**src/rtl/lane_pause_pkg.sv**
```systemverilog
// rtl/lane_pause_pkg.sv - shared types and widths for the lane clock-pause sequencer
package lane_pause_pkg;

   typedef enum logic [2:0] {
      IDLE  = 3'd0,
      SETUP = 3'd1,
      GRANT = 3'd2,
      HOLD  = 3'd3,
      GAP   = 3'd4
   } state_t;

   localparam int CNT_W    = 8;
   localparam int ERR_ID_W = 3;

endpackage

```
**src/rtl/rr_arbiter_onehot.sv**
```systemverilog
// rtl/rr_arbiter_onehot.sv - combinational round-robin pick, first set bit at or after PTR
module rr_arbiter_onehot
   import lane_pause_pkg::*;
#(
   parameter int NUM_REQ = 3
) (
   input  logic [NUM_REQ-1:0]  REQ,
   input  logic [ERR_ID_W-1:0] PTR,
   output logic [NUM_REQ-1:0]  GNT
);

   logic [NUM_REQ-1:0] hi_mask;
   logic [NUM_REQ-1:0] req_hi;
   logic [NUM_REQ-1:0] pick;

   // Requests at or above the pointer win first; otherwise wrap to the lowest set bit.
   assign hi_mask = {NUM_REQ{1'b1}} << PTR;
   assign req_hi  = REQ & hi_mask;
   assign pick    = (|req_hi) ? req_hi : REQ;
   assign GNT     = pick & (~pick + NUM_REQ'(1));

endmodule

```
**src/rtl/lane_pause_sequencer.sv**
```systemverilog
// rtl/lane_pause_sequencer.sv - round-robin owner of HS_IO_CLK_PAUSE with guarded pause windows
module lane_pause_sequencer
   import lane_pause_pkg::*;
#(
   parameter int NUM_REQ        = 3,
   parameter int SETUP_CYCLES   = 4,
   parameter int HOLD_CYCLES    = 4,
   parameter int GAP_CYCLES     = 2,
   parameter int TIMEOUT_CYCLES = 64
) (
   input  logic                CLK,
   input  logic                RESET,
   input  logic [NUM_REQ-1:0]  REQ,
   input  logic [NUM_REQ-1:0]  DONE,
   output logic [NUM_REQ-1:0]  GNT,
   output logic                HS_IO_CLK_PAUSE,
   output logic                BUSY,
   output logic                TIMEOUT_ERR,
   output logic [ERR_ID_W-1:0] ERR_ID
);

   if (NUM_REQ < 1 || NUM_REQ > 8) begin : g_bad_num_req
      $error("NUM_REQ out of range 1..8");
   end
   if (SETUP_CYCLES < 1 || SETUP_CYCLES > 15) begin : g_bad_setup
      $error("SETUP_CYCLES out of range 1..15");
   end
   if (HOLD_CYCLES < 1 || HOLD_CYCLES > 15) begin : g_bad_hold
      $error("HOLD_CYCLES out of range 1..15");
   end
   if (GAP_CYCLES < 1 || GAP_CYCLES > 15) begin : g_bad_gap
      $error("GAP_CYCLES out of range 1..15");
   end
   if (TIMEOUT_CYCLES < 2 || TIMEOUT_CYCLES > 255) begin : g_bad_timeout
      $error("TIMEOUT_CYCLES out of range 2..255");
   end

   localparam logic [CNT_W-1:0]    SETUP_LAST = CNT_W'(SETUP_CYCLES - 1);
   localparam logic [CNT_W-1:0]    HOLD_LAST  = CNT_W'(HOLD_CYCLES - 1);
   localparam logic [CNT_W-1:0]    GAP_LAST   = CNT_W'(GAP_CYCLES - 1);
   localparam logic [CNT_W-1:0]    TO_LAST    = CNT_W'(TIMEOUT_CYCLES - 1);
   localparam logic [ERR_ID_W-1:0] LAST_IDX   = ERR_ID_W'(NUM_REQ - 1);

   state_t              state_q, state_d;
   logic [CNT_W-1:0]    cnt_q, cnt_d;
   logic [ERR_ID_W-1:0] ptr_q, ptr_d;
   logic [ERR_ID_W-1:0] w_idx_q, w_idx_d;
   logic [NUM_REQ-1:0]  w_oh_q, w_oh_d;
   logic [NUM_REQ-1:0]  arb_oh;
   logic [ERR_ID_W-1:0] arb_idx;
   logic [ERR_ID_W-1:0] err_id_d;
   logic                terr_d;
   logic                w_done;

   rr_arbiter_onehot #(
      .NUM_REQ (NUM_REQ)
   ) u_arb (
      .REQ (REQ),
      .PTR (ptr_q),
      .GNT (arb_oh)
   );

   always_comb begin
      arb_idx = '0;
      for (int i = 0; i < NUM_REQ; i++) begin
         if (arb_oh[i]) arb_idx = ERR_ID_W'(i);
      end
   end

   // A withdrawn request ends the grant exactly like its DONE pulse.
   assign w_done = |(DONE & w_oh_q) | ~(|(REQ & w_oh_q));

   always_comb begin
      state_d  = state_q;
      ptr_d    = ptr_q;
      w_idx_d  = w_idx_q;
      w_oh_d   = w_oh_q;
      err_id_d = ERR_ID;
      terr_d   = 1'b0;
      case (state_q)
         IDLE: begin
            if (|REQ) begin
               state_d = SETUP;
               w_oh_d  = arb_oh;
               w_idx_d = arb_idx;
            end
         end
         SETUP: begin
            if (cnt_q >= SETUP_LAST) state_d = GRANT;
         end
         GRANT: begin
            if (w_done) begin
               state_d = HOLD;
            end else if (cnt_q >= TO_LAST) begin
               state_d  = HOLD;
               terr_d   = 1'b1;
               err_id_d = w_idx_q;
            end
         end
         HOLD: begin
            if (cnt_q >= HOLD_LAST) begin
               state_d = GAP;
               ptr_d   = (w_idx_q == LAST_IDX) ? '0 : w_idx_q + ERR_ID_W'(1);
            end
         end
         GAP: begin
            // The last gap cycle arbitrates directly so no idle cycle is added.
            if (cnt_q >= GAP_LAST) begin
               if (|REQ) begin
                  state_d = SETUP;
                  w_oh_d  = arb_oh;
                  w_idx_d = arb_idx;
               end else begin
                  state_d = IDLE;
               end
            end
         end
         default: state_d = IDLE;
      endcase

      if (state_d != state_q) begin
         cnt_d = '0;
      end else if (cnt_q == {CNT_W{1'b1}}) begin
         cnt_d = cnt_q;
      end else begin
         cnt_d = cnt_q + CNT_W'(1);
      end
   end

   always_ff @(posedge CLK or posedge RESET) begin
      if (RESET) begin
         state_q         <= IDLE;
         cnt_q           <= '0;
         ptr_q           <= '0;
         w_idx_q         <= '0;
         w_oh_q          <= '0;
         GNT             <= '0;
         HS_IO_CLK_PAUSE <= 1'b0;
         BUSY            <= 1'b0;
         TIMEOUT_ERR     <= 1'b0;
         ERR_ID          <= '0;
      end else begin
         state_q         <= state_d;
         cnt_q           <= cnt_d;
         ptr_q           <= ptr_d;
         w_idx_q         <= w_idx_d;
         w_oh_q          <= w_oh_d;
         GNT             <= (state_d == GRANT) ? w_oh_d : '0;
         HS_IO_CLK_PAUSE <= (state_d == SETUP) || (state_d == GRANT) || (state_d == HOLD);
         BUSY            <= (state_d != IDLE);
         TIMEOUT_ERR     <= terr_d;
         ERR_ID          <= err_id_d;
      end
   end

endmodule

```
**config.mk**
```make
export PLATFORM = sky130hd
export DESIGN_NAME = lane_pause_sequencer
export DESIGN_NICKNAME = d
export VERILOG_FILES = /design/src/rtl/lane_pause_pkg.sv /design/src/rtl/rr_arbiter_onehot.sv /design/src/rtl/lane_pause_sequencer.sv
export SDC_FILE = /design/constraint.sdc
export NUM_CORES = 1
export LEC_CHECK = 0
export CAP_MARGIN = 15
export CORE_ASPECT_RATIO = 0.9
export CORE_UTILIZATION = 35
export DETAILED_ROUTE_END_ITERATION = 10
export SLEW_MARGIN = 10
export SYNTH_ARGS = -nofsm -noshare
export SYNTH_HDL_FRONTEND = slang
export SYNTH_SLANG_ARGS = --single-unit
```
**constraint.sdc**
```tcl
create_clock -name CLK -period 3.43 [get_ports CLK]
set_input_delay 0.5145 -clock CLK [delete_from_list [all_inputs] [get_ports CLK]]
set_output_delay 0.5145 -clock CLK [all_outputs]
set_load 0.005 [all_outputs]
```
==> out/results.md <==
| Metric | Reported |
|:---|:---|
| Critical Path RT | 3640 ps |
| Number of global-route vias before repair | 940 |
| Final design instance area without fill | 1640 um2 |
| Max FO, Critical Path | 5 |
| Number of cells in the finished layout apart from fillers | 194 |
| Worst setup endpoint | GNT[1] |
| Maximum number of pins on one net before global-route repair | 28 |
| Status | finished clean |
| Average cell area after synthesis | 10.5 um2 |
| Die Footprint | 4240 um2 |
| Antenna violations before repair | 0 |
| Critical register-to-register path startpoint | cnt_q[0] |
| Deepest level of the CTS H-tree | 1 |
| Clock buffers created by TritonCTS | 3 |
| Commonest non-fill, non-tap cell in the layout | dfrtp_1 |
| Net Count, Synth | 144 |
| Summed instance area of the synthesized netlist | 1400 um2 |
| Leading area contributor after synthesis | dfrtp_1 |
| Number of enable-type register cells in the synthesized netlist | 0 |
| Last weighted congestion value of the routability-driven placer | 0.804 |
| Routed length per instance | 13.3 um |
| Number of inserted filler cells in the final layout | 365 |
| Post-CTS sizing | 0 |
| Total power per unit cell area | 736 nW/um2 |
| Fmax | 0.450 GHz |
| Clock net sink count | 27 |
| Placement row count | 21 |
| Clock slew at reported path FFs | 90 ps |
| Reg2reg path depth | 6 |
| Worst min-delay path startpoint | ERR_ID[0] |
| Total Routing Usage GR | 0.148 |
| Worst Setup End Kind | flip-flop |
| Synth warnings | 0 |
| Max-cap check violation count | 0 |
| Class of the tightest hold or removal check | flip-flop to flip-flop |
| Worst setup startpoint | cnt_q[0] |
| Area inside the core boundary | 3760 um2 |
| Static leakage | 0.722 nW |
| Worst slew margin | 0.517 |
| Register Area | 676 um2 |
| Fraction of final layout cells sized beyond drive strength 1 | 0.101 |
| Maximum buffer depth of the clock tree | 2 |
| Final number of max-transition violations | 0 |
| Unrepaired setup endpoints after global routing | false |
| Initial drt markers | 47 |
| Post-DRT Antenna Nets | 0 |
| Placed wire-length estimate | 1890 um |
| Startpoint-to-endpoint class of the critical path | flip-flop to flip-flop |
| I/O Pins | 17 |
| Area growth syn-to-layout | 17.6% |
| Vias after detailed routing | 1,017 |
| Clock tree from TritonCTS | done |
| Via-per-instance ratio | 5.24 |
| Vertical die dimension | 61.9 um |
| Cells after DPL | 189 |
| Worst reg2reg setup slack | 1210 ps |
| Number of setup violations in the final report | 0 |
| Buffer type at the clock tree root | clkbuf_8 |
| Ranking of synthesized cells by area | dfrtp_1 48%, ha_1 2.7%, nor2_1 2.7% |
| Count of TritonRoute iterations in the first routing pass | 4 |
| Data arrival time of the critical path | 2430 ps |
| Final Hold Vio Count | 0 |
| Number of hold buffers added after CTS | 0 |
| Cell count after synthesis | 133 |
| Fraction of the cycle the final worst path needs | 0.648 |
| Transition at the pin with the smallest max-transition slack | 722 ps |
| Antenna cell count | 0 |
| Starting utilization of the core area | 0.371 |
| Highest-count cells in the layout ignoring fill and taps | 27 x dfrtp_1, 15 x clkdlybuf4s50_1, 10 x nor2_1, 8 x nand2_1 |
| Worst clock skew | 2.33 ps |
| Post-layout min period | 2220 ps |
| Post-DP Area | 1570 um2 |
| Worst supply voltage drop on vdd | 0.365 mV |
| Width of the die | 68.6 um |
| DRC errors left | 0 |
| Worst-skew pair later-pin latency | 270 ps |
| Fraction of post-synthesis cell area in the top cell type by area | 0.484 |
| Final design utilization | 0.437 |
| Number of port buffers | 15 |
| Count of unique library cells instantiated by Yosys | 46 |
| Reg2reg end | GNT[1] |
| Proportion of synthesized flip-flops having asynchronous set or reset | 1.00 |
| Flop and latch count out of synthesis | 27 |
| Total setup buffers inserted after CTS | 0 |
| Net count of the finished layout | 160 |
| Footprint of the multi-input gates | 658 um2 |
| Final wirelength | 2580 um |
| Sequential area share after synthesis | 0.484 |
| Startpoint kind of the worst setup timing path | flip-flop |
| Final-layout setup total negative slack | 0 ps |
| Total global routing overflow | 0 |
| Global-route wire length before repair | 4420 um |
| Leading register cell type out of synthesis | dfrtp_1 |
-- final cells by class --
cell class,count,area share
sequential,27,0.412
multi-input combinational,94,0.401
timing repair buffer,16,0.108
clock buffer,4,0.0275
tap,46,0.0351
inverter,7,0.0160
-- state kept, by name (all words and copies together), names as in the netlist --
| signal | flops |
|---|---|
| BUSY | 1 |
| ERR_ID | 2 |
| GNT | 3 |
| HS_IO_CLK_PAUSE | 1 |
| TIMEOUT_ERR | 1 |
| cnt_q | 8 |
| ptr_q | 3 |
| state_q | 3 |
| w_idx_q | 2 |
| w_oh_q | 3 |
-- metrics by stage --
| stage | hold slack [ps] | setup WS, ps | total power, mW |
|---|---|---|---|
| 3_3_place_gp | 489 | 1080 | 1.02 |
| 3_5_place_dp | 506 | 1080 | 1.03 |
| 6_report | 522 | 1210 | 1.21 |
| 5_1_grt | 537 | 1100 | 1.31 |
| 2_1_floorplan | 495 | 1390 | 0.881 |
| 4_1_cts | 524 | 1220 | 1.21 |
-- cells in the mapped netlist (3+ instances only) --
library cell / n
a21o_1: 4
nand3_1: 4
nor2b_1: 3
inv_1: 7
ha_1: 3
nor2_1: 10
mux2_2: 3
dfrtp_1: 27
nand2_1: 8
o21ai_0: 7
nor3_1: 7
a21oi_1: 3
-- worst max-delay path: stages, from the launching register on --
cell	delay, ps
dfrtp_1	420
inv_1	100
ha_1	200
nor4b_2	170
a311o_1	400
a2111oi_1	690
o21a_1	180
-- kinds of logic after synthesis --
logic type	Yosys count	share of synthesized area
AO/OA/AOI/OAI	32	0.169
flip-flops	27	0.484
multiplexers	5	0.0386
AND/OR/NAND/NOR	51	0.222
other	1	0.00269
adder cells (fa/ha/maj)	3	0.0269
buffers and inverters	12	0.0439
XOR/XNOR	2	0.0126
-- worst min path at each step --
stage                            to  slack [ps]  cells past startpoint
after floorplan           w_oh_q[1]         490                      1
after global placement    ERR_ID[1]         490                      1
after detailed placement  ERR_ID[0]         510                      1
after CTS                 ERR_ID[0]         520                      1
after global routing      ERR_ID[0]         540                      1
final                     ERR_ID[0]         520                      1
-- power breakdown --
part           switching [mW]  internal (mW)
Combinational           0.261          0.244
Sequential              0.105          0.419
Clock                  0.0957         0.0832
-- layer usage --
layer,GRT usage,share of wire
met4,0.0446,0.011
met5,0,0
met1,0.196,0.49
met2,0.234,0.46
met3,0.0438,0.038
Note: power is estimated with default switching activity, not from simulation.
